File: src/rtl/median_window_filter_if.sv
// Streaming sample/result bundle for the sliding-window median filter.
// The master drives samples and control; the slave (the filter) returns
// min/median/max of each completed window.
interface median_window_filter_if #(
    parameter int DATA_WIDTH = 8
);
    logic                  flush;
    logic                  inValid;
    logic [DATA_WIDTH-1:0] inData;
    logic                  bypassEn;
    logic                  outValid;
    logic [DATA_WIDTH-1:0] outLow;
    logic [DATA_WIDTH-1:0] outMedian;
    logic [DATA_WIDTH-1:0] outHigh;

    modport master (
        output flush, inValid, inData, bypassEn,
        input  outValid, outLow, outMedian, outHigh
    );

    modport slave (
        input  flush, inValid, inData, bypassEn,
        output outValid, outLow, outMedian, outHigh
    );
endinterface

File: src/rtl/median_window_filter.sv
// Sliding-window median filter. The last WINDOW_SIZE accepted samples are
// held in a shift register and sorted by a fully registered odd-even
// transposition network (one compare-exchange phase per stage). The final
// phase feeds the output registers directly, so a sample presented in cycle n
// yields its result in cycle n+WINDOW_SIZE+1. A valid tag, a bypass flag and
// the raw sample travel alongside the window through every stage.
module median_window_filter #(
    parameter int DATA_WIDTH  = 8,
    parameter int WINDOW_SIZE = 3,
    parameter bit DATA_SIGNED = 1'b0
) (
    input  logic                 clk,
    input  logic                 rst_n,
    median_window_filter_if.slave bus
);

    localparam int FW  = $clog2(WINDOW_SIZE + 1);
    localparam int MID = (WINDOW_SIZE - 1) / 2;
    localparam logic [FW-1:0] FILL_MAX = FW'(WINDOW_SIZE);

    typedef logic [DATA_WIDTH-1:0] sample_t;
    typedef logic [WINDOW_SIZE-1:0][DATA_WIDTH-1:0] vec_t;

    generate
        if (WINDOW_SIZE < 3 || WINDOW_SIZE > 9 || (WINDOW_SIZE % 2) == 0) begin : g_bad_window
            $error("median_window_filter: WINDOW_SIZE must be odd and within 3..9");
        end
        if (DATA_WIDTH < 2 || DATA_WIDTH > 32) begin : g_bad_width
            $error("median_window_filter: DATA_WIDTH must be within 2..32");
        end
    endgenerate

    function automatic logic greater(input sample_t a, input sample_t b);
        if (DATA_SIGNED) begin
            return $signed(a) > $signed(b);
        end else begin
            return a > b;
        end
    endfunction

    // One transposition phase: order the pairs (i,i+1) whose lower index has
    // the given parity. Equal values stay in place.
    function automatic vec_t sort_step(input vec_t v, input int parity);
        vec_t o;
        o = v;
        for (int i = 0; i < WINDOW_SIZE - 1; i++) begin
            if ((i % 2) == parity && greater(v[i], v[i+1])) begin
                o[i]   = v[i+1];
                o[i+1] = v[i];
            end
        end
        return o;
    endfunction

    // stage 0: window, fill count and per-sample tags
    vec_t          r_win;
    logic [FW-1:0] r_fill;
    logic          r_tag0;
    logic          r_byp0;
    sample_t       r_bdat0;

    // stages 1..WINDOW_SIZE-1: registered sort phases
    vec_t                   r_stg    [1:WINDOW_SIZE-1];
    sample_t                r_bdat_p [1:WINDOW_SIZE-1];
    logic [WINDOW_SIZE-1:1] r_tag_p;
    logic [WINDOW_SIZE-1:1] r_byp_p;

    // final stage: output registers
    logic    r_out_valid;
    sample_t r_out_low;
    sample_t r_out_med;
    sample_t r_out_high;

    vec_t          w_in   [1:WINDOW_SIZE];
    vec_t          w_step [1:WINDOW_SIZE];
    logic [FW-1:0] w_fill_inc;
    logic          w_full;

    // Saturating fill count and "window complete" flag for the incoming sample.
    always_comb begin
        w_fill_inc = (r_fill == FILL_MAX) ? FILL_MAX : r_fill + FW'(1);
        w_full     = (w_fill_inc == FILL_MAX);
    end

    // Compare-exchange network feeding each registered stage.
    always_comb begin
        w_in[1] = r_win;
        for (int s = 2; s <= WINDOW_SIZE; s++) begin
            w_in[s] = r_stg[s-1];
        end
        for (int s = 1; s <= WINDOW_SIZE; s++) begin
            w_step[s] = sort_step(w_in[s], s % 2);
        end
    end

    // Window shift, fill tracking and tag generation; flush restarts the window.
    always_ff @(posedge clk or negedge rst_n) begin
        if (!rst_n) begin
            r_win   <= '0;
            r_fill  <= '0;
            r_tag0  <= 1'b0;
            r_byp0  <= 1'b0;
            r_bdat0 <= '0;
        end else begin
            r_bdat0 <= bus.inData;
            r_byp0  <= bus.inValid & bus.bypassEn;
            if (bus.flush) begin
                // A sample arriving with flush becomes the first of the new window.
                r_tag0 <= bus.inValid & bus.bypassEn;
                if (bus.inValid) begin
                    r_win  <= {{((WINDOW_SIZE-1)*DATA_WIDTH){1'b0}}, bus.inData};
                    r_fill <= FW'(1);
                end else begin
                    r_win  <= '0;
                    r_fill <= '0;
                end
            end else begin
                r_tag0 <= bus.inValid & (w_full | bus.bypassEn);
                if (bus.inValid) begin
                    r_win  <= {r_win[WINDOW_SIZE-2:0], bus.inData};
                    r_fill <= w_fill_inc;
                end
            end
        end
    end

    // Sort pipeline advances every clock; flush drops all in-flight tags.
    always_ff @(posedge clk or negedge rst_n) begin
        if (!rst_n) begin
            r_tag_p <= '0;
            r_byp_p <= '0;
            for (int s = 1; s < WINDOW_SIZE; s++) begin
                r_stg[s]    <= '0;
                r_bdat_p[s] <= '0;
            end
        end else begin
            r_tag_p     <= bus.flush ? '0 : {r_tag_p[WINDOW_SIZE-2:1], r_tag0};
            r_byp_p     <= {r_byp_p[WINDOW_SIZE-2:1], r_byp0};
            r_stg[1]    <= w_step[1];
            r_bdat_p[1] <= r_bdat0;
            for (int s = 2; s < WINDOW_SIZE; s++) begin
                r_stg[s]    <= w_step[s];
                r_bdat_p[s] <= r_bdat_p[s-1];
            end
        end
    end

    // Output registers load only for a valid result and otherwise hold.
    always_ff @(posedge clk or negedge rst_n) begin
        if (!rst_n) begin
            r_out_valid <= 1'b0;
            r_out_low   <= '0;
            r_out_med   <= '0;
            r_out_high  <= '0;
        end else begin
            r_out_valid <= r_tag_p[WINDOW_SIZE-1] & ~bus.flush;
            if (r_tag_p[WINDOW_SIZE-1] && !bus.flush) begin
                if (r_byp_p[WINDOW_SIZE-1]) begin
                    r_out_low  <= r_bdat_p[WINDOW_SIZE-1];
                    r_out_med  <= r_bdat_p[WINDOW_SIZE-1];
                    r_out_high <= r_bdat_p[WINDOW_SIZE-1];
                end else begin
                    r_out_low  <= w_step[WINDOW_SIZE][0];
                    r_out_med  <= w_step[WINDOW_SIZE][MID];
                    r_out_high <= w_step[WINDOW_SIZE][WINDOW_SIZE-1];
                end
            end
        end
    end

    assign bus.outValid  = r_out_valid;
    assign bus.outLow    = r_out_low;
    assign bus.outMedian = r_out_med;
    assign bus.outHigh   = r_out_high;

endmodule

File: src/flat_wrapper.sv
// flat-port wrapper written by rule: the top's interface ports become plain ports
module median_window_filter_flat 
#(
    parameter int DATA_WIDTH  = 8,
    parameter int WINDOW_SIZE = 3,
    parameter bit DATA_SIGNED = 1'b0
)
  (clk, rst_n, bus_flush, bus_inValid, bus_inData, bus_bypassEn, bus_outValid, bus_outLow, bus_outMedian, bus_outHigh);
  median_window_filter_if #(.DATA_WIDTH(DATA_WIDTH)) bus_i ();
  input  logic clk;
  input  logic rst_n;
  input wire logic [$bits(bus_i.flush)-1:0] bus_flush;
  input wire logic [$bits(bus_i.inValid)-1:0] bus_inValid;
  input wire logic [$bits(bus_i.inData)-1:0] bus_inData;
  input wire logic [$bits(bus_i.bypassEn)-1:0] bus_bypassEn;
  output wire logic [$bits(bus_i.outValid)-1:0] bus_outValid;
  output wire logic [$bits(bus_i.outLow)-1:0] bus_outLow;
  output wire logic [$bits(bus_i.outMedian)-1:0] bus_outMedian;
  output wire logic [$bits(bus_i.outHigh)-1:0] bus_outHigh;
  assign bus_i.flush = bus_flush;
  assign bus_i.inValid = bus_inValid;
  assign bus_i.inData = bus_inData;
  assign bus_i.bypassEn = bus_bypassEn;
  assign bus_outValid = bus_i.outValid;
  assign bus_outLow = bus_i.outLow;
  assign bus_outMedian = bus_i.outMedian;
  assign bus_outHigh = bus_i.outHigh;
  median_window_filter #(.DATA_WIDTH(DATA_WIDTH), .WINDOW_SIZE(WINDOW_SIZE), .DATA_SIGNED(DATA_SIGNED)) u_core (.clk(clk), .rst_n(rst_n), .bus(bus_i));
endmodule
File: config.mk
export PLATFORM = sky130hd
export DESIGN_NAME = median_window_filter_flat
export DESIGN_NICKNAME = d
export VERILOG_FILES = /design/src/rtl/median_window_filter_if.sv /design/src/rtl/median_window_filter.sv /design/src/flat_wrapper.sv
export SDC_FILE = /design/constraint.sdc
export NUM_CORES = 1
export LEC_CHECK = 0
export ABC_AREA = 0
export CORE_MARGIN = 8
export CORE_UTILIZATION = 35
export CTS_CLUSTER_DIAMETER = 60
export DETAILED_ROUTE_END_ITERATION = 6
export GPL_TIMING_DRIVEN = 0
export PLACE_DENSITY = 0.52
export SLEW_MARGIN = 30
export SYNTH_ARGS = -nofsm -noshare
export SYNTH_HDL_FRONTEND = slang
export SYNTH_SLANG_ARGS = --single-unit
File: constraint.sdc
create_clock -name clk -period 2.9 [get_ports clk]
set_input_delay 0.29 -clock clk [delete_from_list [all_inputs] [get_ports clk]]
set_output_delay 0.29 -clock clk [all_outputs]
set_load 0.005 [all_outputs]
* Word-level counts from Yosys, hierarchy flattened
Index checks and enable logic that the tools add are counted.
** Word-level totals
- Flip-flop bits (word level) :: 129
- Bits in latches :: 0
- Bits in writable memories :: 0
- Bits in read-only memories :: 0
- Input bits :: 13
- Output and inout port bits :: 25
- Word-level logic and storage cells :: 50
- Memories :: 0
** Operators by class
- $add $sub $neg :: 1
- Multipliers :: 0
- Div/mod/pow operators :: 0
- $lt $le $gt $ge :: 3
- Equal/unequal tests :: 2
- Shift-type cells :: 0
- Mux-type cells :: 15
- Bitwise logic cells :: 5
- Reduce and logical (&&, ||, !) cells :: 3
** Operators with widths (count)
- 2-to-1 mux 16 bit :: 3
- 2-to-1 mux 24 bit :: 2
- 2-to-1 mux 8 bit :: 4
- > comparator 8 bit :: 3
- 2-to-1 mux 2 bit :: 4
- == test 2 bit, second input constant :: 2
- AND 1 bit :: 3
- adder 2 x 1 -> 2 bit, second input constant :: 1
- 2-to-1 mux 1 bit :: 2
- nonzero test 2 bit :: 1
- logical AND 1 bit :: 1
- zero test 1 bit :: 1
- inverter 1 bit :: 1
- OR 1 bit :: 1

* Depth between registers and ports, before layout
Gate-level depths: netlist of the first run.
- Depth in word-level cells :: 6
- Depth in mapped cells :: 9
- Gate-level depth less buffers :: 7

* Worst setup path after synthesis of the first run
OpenSTA, ideal clock, no wires.
- Kind :: reg2reg
- Start :: register u_core.r_win[9] in the netlist's numbering
- End :: register u_core.r_stg[37] in the netlist's numbering
- Library setup time :: 0.127 ns
- Arrival :: 1.832 ns
- Data required time :: 2.773 ns
- Path slack :: 0.941 ns
- Cell stages (with the launch flop) :: 8
- Path buffers :: 1
- Period minus slack after synthesis :: 1.959 ns
- Path through :: dfrtp_1 > ha_1 > nor2b_1 > o211ai_1 > a21oi_2 > o22ai_4 > buf_6 > mux2_1
** RTL lines
- start: declaration :: RTL line median_window_filter.sv:56 : vec_t r_win;
- start signal: assignment :: RTL line median_window_filter.sv:111 : r_win <= {{((WINDOW_SIZE-1)*DATA_WIDTH){1'b0}}, bus.inData};
- start signal: assignment :: RTL line median_window_filter.sv:120 : r_win <= {r_win[WINDOW_SIZE-2:0], bus.inData};
- end signal: indexed assignment :: RTL line median_window_filter.sv:142 : r_stg[s] <= w_step[s];
- end: declaration :: RTL line median_window_filter.sv:63 : vec_t r_stg [1:WINDOW_SIZE-1];

* Worst setup path after layout of the first run
- Start :: register u_core.r_stg[21] in the netlist's numbering
- End :: register u_core.r_out_high[3] (netlist: u_core.bus.outHigh[3])
** Between the ends
- Cells in the longest elaborated chain, start to end :: 3
** Ends and longest elaborated chain
- > comparator 8 bit :: RTL line median_window_filter.sv:37 : return a > b;
- 2-to-1 mux 16 bit :: RTL line median_window_filter.sv:47 : if ((i % 2) == parity && greater(v[i], v[i+1])) begin
- 2-to-1 mux 8 bit :: RTL line median_window_filter.sv:158 : if (r_byp_p[WINDOW_SIZE-1]) begin
- end signal: assignment :: RTL line median_window_filter.sv:161 : r_out_high <= r_bdat_p[WINDOW_SIZE-1];
- end signal: assignment :: RTL line median_window_filter.sv:165 : r_out_high <= w_step[WINDOW_SIZE][WINDOW_SIZE-1];
- end: declaration :: RTL line median_window_filter.sv:72 : sample_t r_out_high;
Every way passes these cells.
A chain may end at the register's enable or synchronous reset.

==> summary.md, run 1 <==
| Metric | Value |
|---|---|
| Worst setup EP type | `register` |
| Status | `finished clean` |
| Starting density of the core | `35.64%` |
| Type of the worst min-delay path | `primary input to asynchronous set/reset pin` |
| Crit-path max FO | `10` |
| Switch share | `around 27%` |
| Logic gate share of total power | `19.6%` |
| VDD IR max | `459.9 uV` |
| Share of the synthesized area in the top cell type | `between 50% and 60%` |
| Simple-gate share of the synthesized area | `around 8.5%` |
| WS Path Type | `register to register` |
| PortBufs | `37` |
| Fin. max-slew vios | `0` |
| Clk_lat worst skew | `approximately 0.41 ns` |
| I/O Pins | `38` |
| Setup TNS | `0 ns` |
| Met2 routed WL | `between 5 and 6 mm` |
| Fin. Hold Viols | `0` |
| Main synth FF type | `dfrtp_1` |
| Grt total ovfl | `0` |
| Area leader, netlist | `dfrtp_1` |
| Vias in the first global route | `approximately 3,700` |
| Drt initial violations | `between 200 and 250` |
| Routed length on met1 | `between 5 and 6 mm` |
| Metal3 WL | `approximately 480 um` |
| Internal power | `between 4 and 5 mW` |
| CP max stage cell | `a211oi_2` |
| Crit-path max cell delay | `approximately 0.58 ns` |
| H-tree levels | `4` |
| Fin cells | `about 700` |
| Bufs on Longest Clock Path | `2` |
| DR pass1 iterations | `4` |
| Fmax | `440.4 MHz` |
| CP Launch Type | `register` |
| Top Metal Used | `met4` |
| Normalized max-slew margin | `between 50% and 60%` |
| CTS buffer count | `17` |
| Syn Inst Count | `about 440` |
| Final WL | `11.85 mm` |
| Row Count | `45` |
| Routed vias/inst | `about 5.0` |
| Via count | `~3,500` |
| Synth Area in XOR/XNOR | `0%` |
| Die Wd | `between 100 and 150 um` |
| Die height | `approximately 140 um` |
| Clk sinks | `129` |
| Clock Pin Slew Worst Setup and Hold Paths | `approximately 0.060 ns` |
| Fin crit period | `between 2 and 2.5 ns` |
| Antenna violations before repair | `0` |
| Drt wl/cell | `between 15 and 20 um` |
| Synth Area in Compound Gates | `12.66%` |
| Post-Syn Area | `about 5400 um2` |
| Post-route ant nets | `0` |
| PostCTS Resize Cnt | `0` |
| Post-synthesis sequential area ratio | `59.81%` |
| Leak | `2.991 nW` |
| Mux share of post-synthesis cell area | `9.643%` |
| P&R area growth vs syn | `24.08%` |
| ANT cells | `0` |
| Post-Route Skew | `0.005713 ns` |
| FFs w/ async S/R, synth | `100.0%` |
| Design area | `~6700 um2` |
| Largest family of logic cells by synthesized area | `compound AO/OA/AOI/OAI gates` |
| Ranking of synthesized cells by area | `dfrtp_1, ha_1, mux2_1, nand2_1, mux2i_1` |
| Period utilization | `slightly below 80%` |
| Placed Area | `between 6000 and 7000 um2` |
| Post-synth EDFFs | `0` |
| Final nets | `534` |
| GPL Wtd Cong | `0.7993` |
| Worst EP required | `approximately 3.2 ns` |
| Post-Syn Area per Cell | `12.30 um2` |
| DPL Wire Length | `8.676 mm` |
| Clock Power Share | `a little over two fifths` |
| P_sw | `~1.5 mW` |
| Full die area | `roughly 20,000 um2` |
| Drt drc | `0` |
| Root Driver | `clkbuf_16` |
| Cells along the critical path | `inv_1 > ha_1 > nand4_1 > a211oi_2 > buf_2 > nand2_1 > a31oi_1` |
| R2R cell count | `7` |
| CP Data Arrival Time | `around 2.6 ns` |
| RSZ-0062 raised after global routing | `false` |
| Final setup violation count | `0` |
| Post-CTS Setup Inserts | `0` |
| Sequential share of power | `38.8%` |
| Synth Area in Adders | `between 5 and 6%` |
| Yosys warning count | `0` |
| Total GRT Usage | `between 10% and 20%` |
| Pwr Density | `between 800 and 900 nW/um2` |
| Core area | `15,150 um2` |
| Slew @ Worst Pin | `between 0.7 and 0.8 ns` |
| Mapped Nets | `between 400 and 500` |
| MaxCap Viol Count | `0` |
| Ratio of cells with drive above 1 in the final layout | `about 12%` |
| Seq cells post-synth | `roughly 130` |
| Placed cells | `665` |
| CTS tree | `built` |
| Synth unique cells | `32` |
| First-pass GRT wire length | `19.88 mm` |
| Hold_ws | `0.3329 ns` |
| Largest net degree at the start of global routing | `a little over 90` |
[synth_stat cells, drive strengths merged (5+ instances only)]
library cell / instances
inv: 25
buf: 11
ha: 24
a21oi: 14
nor2: 27
mux2: 32
clkbuf: 9
mux2i: 16
a22o: 8
nand2: 52
nand2b: 8
a31oi: 25
a221oi: 16
o22ai: 18
dfrtp: 129
nor2b: 8
nand4: 5
[kinds of logic (layout without fill, tap and decap cells)]
| kind of cell | count (synthesis) | after routing |
|---|---|---|
| simple gates | 104 | 104 |
| fa+ha+maj | 24 | 24 |
| mux | 48 | 48 |
| flops | 129 | 129 |
| buf+inv | 45 | 116 |
| compound gates | 89 | 89 |
[final cells by class]
cell class	count	area (um2)
clock inverters	13	209.0
fillers	1365	8448
clock buffers	19	442.9
flip-flops and latches	129	3228
plain buffers	20	112.6
repair buffers	39	412.9
inverters	25	93.84
multi-input cells	265	1963
well taps	188	235.2
[state kept, by name, summed over array words and instances, names as in the netlist]
register and flops:
u_core.bus.outHigh 8, u_core.bus.outLow 8, u_core.bus.outMedian 8, u_core.bus.outValid 1, u_core.r_bdat0 8, u_core.r_bdat_p 16, u_core.r_byp0 1, u_core.r_byp_p 2
u_core.r_fill 2, u_core.r_stg 48, u_core.r_tag0 1, u_core.r_tag_p 2, u_core.r_win 24
[worst max-delay path: cells and delay by family (launching register included)]
kind            cells  cell delay [ns]
compound gates      2             0.72
fa+ha+maj           1             0.30
buf+inv             2             0.44
flops               1             0.49
simple gates        2             0.24
[path summary, 6_finish.rpt]
path / from / end / slack (ns)
max in group asynchronous: rst_n / u_core.bus.outHigh[0] / 1.85
min in group clk: u_core.r_bdat_p[9] / u_core.r_bdat_p[1] / 0.34
worst min register to register: u_core.r_bdat_p[9] / u_core.r_bdat_p[1] / 0.34
worst max register to register: u_core.r_stg[21] / u_core.bus.outHigh[3] / 0.63
worst max-delay path: u_core.r_stg[21] / u_core.bus.outHigh[3] / 0.63
worst min-delay path: rst_n / u_core.r_fill[0] / 0.33
[layer usage]
metal / vias to the layer above / global-route usage [%]
li1: 1688 / -
met1: 1701 / 15.75
met2: 72 / 21.32
met3: 14 / 3.942
met4: 0 / 5.371
met5: - / 0
[power by group through the flow]
stage	clock (mW)	combinational [mW]	sequential (mW)
3_5_place_dp	0	1.11	2.21
3_3_place_gp	0	1.10	2.20
5_1_grt	2.46	1.20	2.21
4_1_cts	2.38	1.11	2.18
6_report	2.33	1.10	2.17
2_1_floorplan	0	0.638	2.17
[cell usage in the layout, fill, tap and decap left out, drive strengths merged, types with 2 or more instances in the layout]
cell type      count
nor2b              8
inv               26
mux2i             16
nor2              27
dfrtp            129
buf               13
o21ai              2
ha                24
a22o               8
clkdlybuf4s50     36
nand4              5
clkbuf            28
o211ai             3
nand2             52
clkinvlp           3
a221oi            16
clkinv             4
and2               2
o22ai             18
a31oi             25
mux2              32
a21oi             14
bufinv             5
nand2b             8
[through the flow]
stage	util [%]	worst slack, ns	total power [mW]
after floorplan	-	0.9407	2.809
after global placement	39.64	-3.394	3.302
after detailed placement	39.85	0.5215	3.313
after CTS	44.22	0.6499	5.665
after global routing	44.22	0.4566	5.873
final	44.22	0.6293	5.596
[timing repair]
action	in CTS	in global routing
hold buffers	1	0
endpoints found under the setup margin	0	0
hold endpoints to repair	37	0
Note: power is estimated with default switching activity, not from simulation.
==> run 2, diff against run 1 <==
==> constraint.sdc (replaced) <==
create_clock -name clk -period 2.3 [get_ports clk]
set_input_delay 0.23 -clock clk [delete_from_list [all_inputs] [get_ports clk]]
set_output_delay 0.23 -clock clk [all_outputs]
set_load 0.005 [all_outputs]
==> run 2 against run 1 <==
Net effect: flip-flop and latch count did not move; power is 27% higher; via count up 1.2%; non-clock buffer count unchanged; cell count unchanged; clock skew about the same; critical path depth unchanged; register-to-register slack worse by 0.48 ns; largest power group unchanged.
==> summary.md, run 2 (same netlist as run 1, synthesis figures left out) <==
| Metric | Value |
|---|---|
| Leak | `2.989 nW (was 2.991 nW)` |
| Slew @ Worst Pin | `0.7295 ns (was 0.7255 ns)` |
| Bufs on Longest Clock Path | `2 (unchanged)` |
| Starting density of the core | `35.64% (unchanged)` |
| Post-route ant nets | `0 (unchanged)` |
| Fin. max-slew vios | `0 (unchanged)` |
| Grt total ovfl | `0 (unchanged)` |
| PortBufs | `37 (unchanged)` |
| Via count | `3,515 (was 3,475)` |
| Most flop-heavy register | `u_core.r_stg (unchanged)` |
| P&R area growth vs syn | `24.43% (was 24.08%)` |
| CTS buffer count | `17 (unchanged)` |
| Fin cells | `698 (unchanged)` |
| Fin crit period | `2.150 ns (was 2.271 ns)` |
| Type of the worst min-delay path | `primary input to asynchronous set/reset pin (unchanged)` |
| CP max stage cell | `dfrtp_1 (was a211oi_2)` |
| H-tree levels | `4 (unchanged)` |
| Worst setup EP type | `register (unchanged)` |
| Worst EP required | `2.59 ns (was 3.23 ns)` |
| MaxCap Viol Count | `0 (unchanged)` |
| Commonest non-fill, non-tap cell in the layout | `dfrtp_1 (unchanged)` |
| Family with the most delay on the worst path | `compound AO/OA/AOI/OAI gates (unchanged)` |
| Row Count | `45 (unchanged)` |
| DR pass1 iterations | `5 (was 4)` |
| Setup TNS | `0 ns (unchanged)` |
| Clk sinks | `129 (unchanged)` |
| Period utilization | `93.49% (was 78.30%)` |
| Pre-CTS worst setup slack | `-0.01845 ns (was 0.5215 ns)` |
| Die Wd | `140.2 um (unchanged)` |
| WS Path Type | `register to register (unchanged)` |
| Ratio of cells with drive above 1 in the final layout | `12.75% (was 12.16%)` |
| Root Driver | `clkbuf_16 (unchanged)` |
| Hold_ws | `0.2732 ns (was 0.3329 ns)` |
| Routed vias/inst | `5.036 (was 4.979)` |
| CTS tree | `built (unchanged)` |
| Fin. Hold Viols | `0 (unchanged)` |
| Drt drc | `0 (unchanged)` |
| Crit-path max FO | `10 (unchanged)` |
| I/O Pins | `38 (unchanged)` |
| Max reg flops | `48 (unchanged)` |
| Post-Route Skew | `0.005707 ns (was 0.005713 ns)` |
| Fmax | `465.1 MHz (was 440.4 MHz)` |
| Die height | `140.2 um (unchanged)` |
| Normalized max-slew margin | `51.36% (was 51.63%)` |
| Final nets | `534 (unchanged)` |
| Pwr Density | `1055 nW/um2 (was 835.5 nW/um2)` |
| Most frequent cells in the layout | `dfrtp_1, nand2_1, clkdlybuf4s50_1 (unchanged)` |
| Antenna violations before repair | `0 (unchanged)` |
| GPL Wtd Cong | `0.7993 (unchanged)` |
| CP Data Arrival Time | `2.44 ns (was 2.60 ns)` |
| R2r setup slk | `0.15 ns (was 0.63 ns)` |
| Total GRT Usage | `13.04% (unchanged)` |
| Placed cells | `665 (unchanged)` |
| FF-to-FF End | `u_core.r_stg[43] (was u_core.bus.outHigh[3])` |
| VDD IR max | `578.7 uV (was 459.9 uV)` |
| Final WL | `11.87 mm (was 11.85 mm)` |
| Clk_lat worst skew | `0.41 ns (about the same)` |
| Core area | `15,150 um2 (unchanged)` |
| Final setup violation count | `0 (unchanged)` |
| Post-route setup slack | `0.1498 ns (was 0.6293 ns)` |
| Crit path buf inv count | `1 (was 2)` |
| FILL cells | `1,362 (was 1,365)` |
| Drt wl/cell | `17.01 um (was 16.98 um)` |
| Crit-path max cell delay | `0.43 ns (was 0.58 ns)` |
| R2R Path Start | `u_core.r_win[9] (was u_core.r_stg[21])` |
| Drt initial violations | `202 (was 231)` |
| Clock Pin Slew Worst Setup and Hold Paths | `0.06 ns (about the same)` |
| ANT cells | `0 (unchanged)` |
| CP Launch Type | `register (unchanged)` |
| Full die area | `19,650 um2 (unchanged)` |
| Largest net degree at the start of global routing | `93 (unchanged)` |
| R2R cell count | `7 (unchanged)` |
| Largest regs | `u_core.r_stg: 48 flops, u_core.r_win: 24 flops, u_core.r_bdat_p: 16 flops (unchanged)` |
| Vias in the first global route | `3,674 (unchanged)` |
| First-pass GRT wire length | `19.88 mm (unchanged)` |
| DPL Wire Length | `8.676 mm (unchanged)` |
| Status | `finished clean (unchanged)` |
| Post-layout util | `44.35% (was 44.22%)` |
| Cells along the critical path | `ha_1 > nor2b_1 > o211ai_1 > a21oi_2 > o22ai_4 > buf_6 > mux2_1 (was inv_1 > ha_1 > nand4_1 > a211oi_2 > buf_2 > nand2_1 > a31oi_1)` |
## run 2: final cells by class
class                           count  area [um2]  area share [%]
Sequential cell                   129        3231           48.10
Tap cell                          188       235.2           3.502
Timing Repair Buffer               39       412.9           6.148
Clock buffer                       19       442.9           6.595
Buffer                             20       115.1           1.714
Inverter                           25       93.84           1.397
Multi-Input combinational cell    265        1977           29.43
Clock inverter                     13       209.0           3.111
## run 2: metal layers
| metal | global-route usage [%] | part of all wire, % | routed length, um | up-vias |
|---|---|---|---|---|
| met4 | 5.371 | 1.8 | 219 | 0 |
| met5 | 0 | 0 | 0 | - |
| met2 | 21.32 | 48 | 5748 | 92 |
| met1 | 15.75 | 45 | 5358 | 1720 |
| li1 | - | - | - | 1684 |
| met3 | 3.942 | 4.6 | 545 | 19 |
## run 2: per-stage QoR
stage	cell area, um2	power [mW]
final	6716	7.087
after global routing	6716	7.437
after CTS	6698	7.143
after detailed placement	6036	4.178
after global placement	6003	4.163
after floorplan	5398	3.542
## run 2: worst max path at each step
stage                startpoint                     to  slack, ns  cells past startpoint
3_5_place_dp          bus_flush  u_core.bus.outHigh[3]      -0.02                      7
4_1_cts        u_core.r_stg[21]  u_core.bus.outHigh[3]       0.05                      7
5_1_grt        u_core.r_stg[22]  u_core.bus.outHigh[1]    -0.0008                      8
3_3_place_gp              rst_n  u_core.bus.outHigh[0]      -3.93                      1
2_1_floorplan   u_core.r_win[9]       u_core.r_stg[37]       0.34                      7
6_report        u_core.r_win[9]       u_core.r_stg[43]       0.15                      7
## run 2: report_power, final
part	internal (mW)	switching (mW)	leakage, nW
registers	2.54	0.198	1.64
logic	0.684	0.726	1.04
clock network	1.95	0.983	0.310
total	5.18	1.91	2.99
## run 2: what timing repair did
item / CTS / global route
setup endpoints to repair: 0 / 10
hold buffers: 1 / 0
gates resized for setup: 0 / 6
setup buffers: 0 / 0
endpoints found under the hold margin: 37 / 0
==> run 3, diff against run 2 <==
--- a/config.mk
+++ b/config.mk
@@ -12,6 +12,7 @@
 export DETAILED_ROUTE_END_ITERATION = 6
 export GPL_TIMING_DRIVEN = 0
 export PLACE_DENSITY = 0.52
+export SKIP_LAST_GASP = 1
 export SLEW_MARGIN = 30
 export SYNTH_ARGS = -nofsm -noshare
 export SYNTH_HDL_FRONTEND = slang
==> results of run 3 <==
Same layout as run 2: the final DEF is identical, and so are final timing and power.
